File: src/rtl/mult_pkg.sv
// Shared types and constants for the Booth multiplier front end.
package mult_pkg;

  localparam int unsigned OP_W = 8;

  typedef enum logic [1:0] {
    StIdle,
    StIssue,
    StWaitAck,
    StWaitDone
  } cap_state_t;

endpackage

File: src/rtl/sw_operand_capture_if.sv
// Operand/handshake bundle between the switch capture stage and the multiplier side.
interface sw_operand_capture_if;
  import mult_pkg::*;

  logic [2*OP_W-1:0] sw;
  logic              mult_busy;
  logic [OP_W-1:0]   mc;
  logic [OP_W-1:0]   mp;
  logic              start;
  logic              pending;

  modport master (
    input  sw,
    input  mult_busy,
    output mc,
    output mp,
    output start,
    output pending
  );

  modport slave (
    output sw,
    output mult_busy,
    input  mc,
    input  mp,
    input  start,
    input  pending
  );

endinterface

File: src/rtl/sw_debounce.sv
// Two-flop synchroniser plus debouncer for the slide switches.
// SW_DEBOUNCE_EN selects the debouncer; without it db follows the synchroniser directly.
module sw_debounce #(
  parameter int unsigned WIDTH           = 16,
  parameter int unsigned DEBOUNCE_CYCLES = 1_000_000
) (
  input  logic             clk,
  input  logic             reset,
  input  logic [WIDTH-1:0] i_sw,
  output logic [WIDTH-1:0] o_db
);

  logic [WIDTH-1:0] r_s1;
  logic [WIDTH-1:0] r_s2;
  logic [WIDTH-1:0] r_db;

  always_ff @(posedge clk or posedge reset) begin
    if (reset) begin
      r_s1 <= '0;
      r_s2 <= '0;
    end else begin
      r_s1 <= i_sw;
      r_s2 <= r_s1;
    end
  end

`ifdef SW_DEBOUNCE_EN
  localparam int unsigned CntW = $clog2(DEBOUNCE_CYCLES);
  localparam logic [CntW-1:0] CntMax = CntW'(DEBOUNCE_CYCLES - 1);

  logic [WIDTH-1:0] r_cand;
  logic [CntW-1:0]  r_cnt;

  // Counter saturates at CntMax; db keeps reloading the same settled value.
  always_ff @(posedge clk or posedge reset) begin
    if (reset) begin
      r_cand <= '0;
      r_cnt  <= '0;
      r_db   <= '0;
    end else if (r_s2 != r_cand) begin
      r_cand <= r_s2;
      r_cnt  <= '0;
    end else if (r_cnt == CntMax) begin
      r_db <= r_cand;
    end else begin
      r_cnt <= r_cnt + CntW'(1);
    end
  end
`else
  always_ff @(posedge clk or posedge reset) begin
    if (reset) begin
      r_db <= '0;
    end else begin
      r_db <= r_s2;
    end
  end
`endif

  assign o_db = r_db;

endmodule

File: src/rtl/sw_operand_capture.sv
// Latches a debounced operand pair from the switches and issues one start per distinct value.
// Debounce is enabled inside sw_debounce by SW_DEBOUNCE_EN.
module sw_operand_capture
  import mult_pkg::*;
#(
  parameter int unsigned DEBOUNCE_CYCLES = 1_000_000,
  parameter int unsigned ACK_TIMEOUT     = 15
) (
  input logic                  clk,
  input logic                  reset,
  sw_operand_capture_if.master bus
);

  localparam int unsigned ToW = $clog2(ACK_TIMEOUT + 1);
  localparam logic [ToW-1:0] ToLast = ToW'(ACK_TIMEOUT - 1);

  cap_state_t        r_state;
  cap_state_t        w_state_d;
  logic [2*OP_W-1:0] w_db;
  logic [OP_W-1:0]   r_mc;
  logic [OP_W-1:0]   r_mp;
  logic              r_start;
  logic              r_first;
  logic [ToW-1:0]    r_to;
  logic              w_pending;

  sw_debounce #(
    .WIDTH          (2 * OP_W),
    .DEBOUNCE_CYCLES(DEBOUNCE_CYCLES)
  ) u_debounce (
    .clk  (clk),
    .reset(reset),
    .i_sw (bus.sw),
    .o_db (w_db)
  );

  assign w_pending = (w_db != {r_mp, r_mc}) | r_first;

  always_ff @(posedge clk or posedge reset) begin
    if (reset) begin
      r_state <= StIdle;
    end else begin
      r_state <= w_state_d;
    end
  end

  always_comb begin
    w_state_d = r_state;
    unique case (r_state)
      StIdle:     if (w_pending && !bus.mult_busy) w_state_d = StIssue;
      StIssue:    w_state_d = StWaitAck;
      // An abandoned handshake leaves {mp,mc} equal to db, so it is not re-issued.
      StWaitAck: begin
        if (bus.mult_busy)       w_state_d = StWaitDone;
        else if (r_to == ToLast) w_state_d = StIdle;
      end
      StWaitDone: if (!bus.mult_busy) w_state_d = StIdle;
      default:    w_state_d = StIdle;
    endcase
  end

  always_ff @(posedge clk or posedge reset) begin
    if (reset) begin
      r_mc    <= '0;
      r_mp    <= '0;
      r_start <= 1'b0;
      r_first <= 1'b1;
      r_to    <= '0;
    end else begin
      r_start <= 1'b0;
      if (r_state == StIdle && w_state_d == StIssue) begin
        {r_mp, r_mc} <= w_db;
        r_start      <= 1'b1;
        r_first      <= 1'b0;
      end
      if (r_state == StWaitAck) r_to <= r_to + ToW'(1);
      else                      r_to <= '0;
    end
  end

  always_comb begin
    bus.mc      = r_mc;
    bus.mp      = r_mp;
    bus.start   = r_start;
    bus.pending = w_pending;
  end

endmodule

File: src/flat_wrapper.sv
// flat-port wrapper written by rule: the top's interface ports become plain ports
module sw_operand_capture_flat import mult_pkg::*;
#(
  parameter int unsigned DEBOUNCE_CYCLES = 1_000_000,
  parameter int unsigned ACK_TIMEOUT     = 15
)
  (clk, reset, bus_sw, bus_mult_busy, bus_mc, bus_mp, bus_start, bus_pending);
  sw_operand_capture_if bus_i ();
  input logic clk;
  input logic reset;
  input wire logic [$bits(bus_i.sw)-1:0] bus_sw;
  input wire logic [$bits(bus_i.mult_busy)-1:0] bus_mult_busy;
  output wire logic [$bits(bus_i.mc)-1:0] bus_mc;
  output wire logic [$bits(bus_i.mp)-1:0] bus_mp;
  output wire logic [$bits(bus_i.start)-1:0] bus_start;
  output wire logic [$bits(bus_i.pending)-1:0] bus_pending;
  assign bus_i.sw = bus_sw;
  assign bus_i.mult_busy = bus_mult_busy;
  assign bus_mc = bus_i.mc;
  assign bus_mp = bus_i.mp;
  assign bus_start = bus_i.start;
  assign bus_pending = bus_i.pending;
  sw_operand_capture #(.DEBOUNCE_CYCLES(DEBOUNCE_CYCLES), .ACK_TIMEOUT(ACK_TIMEOUT)) u_core (.clk(clk), .reset(reset), .bus(bus_i));
endmodule
File: config.mk
export PLATFORM = sky130hd
export DESIGN_NAME = sw_operand_capture_flat
export DESIGN_NICKNAME = d
export VERILOG_FILES = /design/src/rtl/mult_pkg.sv /design/src/rtl/sw_operand_capture_if.sv /design/src/rtl/sw_debounce.sv /design/src/rtl/sw_operand_capture.sv /design/src/flat_wrapper.sv
export SDC_FILE = /design/constraint.sdc
export NUM_CORES = 1
export LEC_CHECK = 0
export CAP_MARGIN = 0
export CORE_MARGIN = 3
export CORE_UTILIZATION = 40
export DETAILED_ROUTE_END_ITERATION = 8
export HOLD_SLACK_MARGIN = 0.03
export PLACE_DENSITY = 0.75
export SLEW_MARGIN = 30
export SYNTH_ARGS = -nofsm -noshare
export SYNTH_HDL_FRONTEND = slang
export SYNTH_HIERARCHICAL = 1
export SYNTH_SLANG_ARGS = --single-unit
File: constraint.sdc
create_clock -name clk -period 1.6 [get_ports clk]
set_input_delay 0.32 -clock clk [delete_from_list [all_inputs] [get_ports clk]]
set_output_delay 0.32 -clock clk [all_outputs]
set_load 0.01 [all_outputs]
==> impl_metrics.tcl, run 1 <==
set metrics [dict create \
    ant_nets 0 \
    whs_ns 0.251 \
    hpwlAfterDp_mm 2.48 \
    fin_area_um2 3250 \
    yosys_warnings 6 \
    synthDistinctLibCells 25 \
    required_ns 1.28 \
    layout.nets 229 \
    grt_max_degree 40 \
    multiInputGateArea_um2 561 \
    cts_root_buf "clkbuf_8" \
    grt-busiest-layer "met2" \
    ctsHtreeMaxLevel 3 \
    setup_viol 13 \
    syn_inst 135 \
    place.port_buffers 36 \
    die_w_um 83.0 \
    grt_pass1_vias 1335 \
    crit_path_end_kind "output port" \
    violations "negative setup slack" \
    status "finished, violations left" \
    slowest_stage "dfrtp_1" \
    slew_violations 0 \
    mostFrequentLayoutCells "dfrtp_1, buf_4, clkdlybuf4s50_1, dlygate4sd2_1, xor2_1" \
    diodes 0 \
    ir_worst_vdd_mv 0.831 \
    path_max_fanout 2 \
    postCtsHoldBufs 0 \
    rsz0062_at_grt "true" \
    fillers 475 \
    synthXorXnorAreaFrac_pct 6.66 \
    final_core_util_pct 58.0 \
    dpl_cell_area_um2 3000 \
    layout-drive-gt1-share_pct 32.5 \
    crit_path_cell_trace "xnor2_2, nand4_1, or3_4, or2_1, buf_2" \
    place.gp.congestion 0.700 \
    fmax_ghz 0.481 \
    clk_latency_ns 0.33 \
    pin_count 37 \
    cts_buffers 9 \
    synth_fa_ha_area_share_pct 1.06 \
    final_common_cell "dfrtp_1" \
    synth_top_family_by_area "multiplexers" \
    netlist_top_cells_area "dfrtp_1, mux2_4, xor2_1" \
    clk_pin_slew_ns 0.07 \
    fp.coreArea_um2 5610 \
    grtUsageMet3_pct 3.77 \
    hold_violations 0 \
    dieArea_um2 6880 \
    min_period_over_period_pct 130 \
    via_per_inst 4.33 \
    synthArstFlopShare_pct 100 \
    synth_edf_count 0 \
    grt_first_pass_wirelength_mm 6.20 \
    synth_ff_type "dfrtp_1" \
    use_met2_pct 18.3 \
    start_kind "flop" \
    fin_crit_ns 2.08 \
    antenna_found_initial 0 \
    cp_slowest_stage_delay_ns 0.42 \
    drt_iter0_drc 44 \
    drcViolationCount 0 \
    synthToLayoutAreaGrowth_pct 37.3 \
    synth_simple_gate_area_share_pct 4.65 \
    ys_seq_area_share_pct 76.1 \
    cts_tree "done" \
    routedWlPerCell_um 12.9 \
    dp.cells 266 \
    postSynthAreaPerCell_um2 17.5 \
    synth_top_cell_by_area "dfrtp_1" \
    drt-pass1-iter-count 4 \
    slew_headroom_pct 78.1 \
    initial_core_util_pct 42.2 \
    netlist.area_leader.share_pct 75.0 \
    syn_nets 156 \
    ys_ff_latch 72 \
    routed_wl_mm 3.67 \
    regArea_um2 1800 \
    total_power_w 0.00556 \
    power_density_nw_per_um2 1710 \
    hold_class "primary input to asynchronous set/reset pin" \
    final_cells 284 \
    arrival_ns 1.76 \
    worstMarginPinSlew_ns 0.328 \
    synth_mux_area_share_pct 8.87 \
    syn_area_um2 2370 \
    fin_skew_ns 0.00525 \
    num_vias 1229 \
    clk_path_buf_depth 2 \
    drv_cap 0 \
    leakagePower_nw 1.53 \
    met1_usage_pct 14.2 \
    grt_use_total_pct 11.8 \
    row_count 27 \
    clock_sinks 72 \
    dieHeight_um 83.0 \
    synth-compound-area-share_pct 1.16 \
    grt_overflow_total 0 \
    critPathKind "flop to output port" \
    worst_slack_ns -0.479 \
]
==> final cells by class <==
class                   count  share of cell area [%]
repair buffers             63                    17.3
multi-input cells          58                    17.2
well taps                  72                    2.77
inverters                   4                   0.462
clock inverters             3                    2.00
flip-flops and latches     72                    55.4
clock buffers              12                    4.77
==> layer usage <==
layer,vias to the layer above,share of wire [%]
li1,585,-
met1,613,43
met2,24,51
met3,7,4.2
met4,0,2.4
met5,-,0
==> cell usage after synthesis, types with 2 or more instances <==
master and n:
nor4_1 2, mux2_2 6, mux2_4 8, nor2_1 6
ha_1 2, nand3_1 2, xor2_1 13, inv_1 3
dfrtp_1 71, nand2_1 2, mux2_1 2, xnor2_1 5
==> registers in the layout, indices dropped and copies added, names as in the netlist <==
| name | count |
|---|---|
| u_core/bus.mc | 8 |
| u_core/bus.mp | 8 |
| u_core/bus.start | 1 |
| u_core/r_first | 1 |
| u_core/r_state | 2 |
| u_core/r_to | 4 |
| u_core/u_debounce/o_db | 16 |
| u_core/u_debounce/r_s1 | 16 |
| u_core/u_debounce/r_s2 | 16 |
==> critical path, delay by kind of cell, from the launching register on <==
family / cells / cell delay [ns]
AND/OR/NAND/NOR: 3 / 0.70
flip-flops: 1 / 0.42
XOR/XNOR: 1 / 0.17
buffers and inverters: 1 / 0.14
==> final timing paths <==
check,startpoint,endpoint,slack [ns],cells past startpoint
min,reset,u_core/u_debounce/r_s1[2]$_DFF_PP0_,0.25,2
min reg2reg,u_core/u_debounce/r_s1[12]$_DFF_PP0_,u_core/u_debounce/r_s2[12]$_DFF_PP0_,0.35,0
max,u_core/u_debounce/o_db[3]$_DFF_PP0_,bus_pending,-0.48,5
min in group clk,u_core/u_debounce/r_s1[12]$_DFF_PP0_,u_core/u_debounce/r_s2[12]$_DFF_PP0_,0.35,0
max in group asynchronous,reset,u_core/u_debounce/r_s2[8]$_DFF_PP0_,0.89,3
max reg2reg,u_core/u_debounce/o_db[7]$_DFF_PP0_,u_core/bus.mc[1]$_DFFE_PP0P_,-0.34,7
==> report_power, final <==
part / internal [W] / switching [W]
clock network: 0.000953 / 0.000599
logic: 0.00101 / 0.000626
registers: 0.00214 / 0.000235
==> logic make-up (layout without fill, tap and decap cells) <==
family	Yosys count	in the layout
compound gates	3	3
xor+xnor	18	18
fa+ha+maj	2	2
buf+inv	5	82
flops	72	72
mux	16	16
simple gates	19	19
==> metrics by stage <==
stage,setup slack (ns),TNS (ns)
after floorplan,-0.170,-1.46
after global placement,-0.509,-5.00
after detailed placement,-0.495,-4.84
after CTS,-0.509,-4.29
after global routing,-0.539,-4.97
final,-0.479,-3.89
==> repair_timing <==
item | in CTS | in global routing
setup buffers | 2 | 1
setup endpoints to repair | 29 | 14
pin swaps | 3 | 4
resized for setup | 25 | 4
(Power assumes the default switching activity.)
==> run 2: changes to the inputs <==
--- a/config.mk
+++ b/config.mk
@@ -8,6 +8,7 @@
 export CAP_MARGIN = 0
 export CORE_MARGIN = 3
 export CORE_UTILIZATION = 40
+export CTS_CLUSTER_SIZE = 24
 export DETAILED_ROUTE_END_ITERATION = 8
 export HOLD_SLACK_MARGIN = 0.03
 export PLACE_DENSITY = 0.75
==> results of run 2 <==
Same layout as run 1: the final DEF is identical, and so are final timing and power.
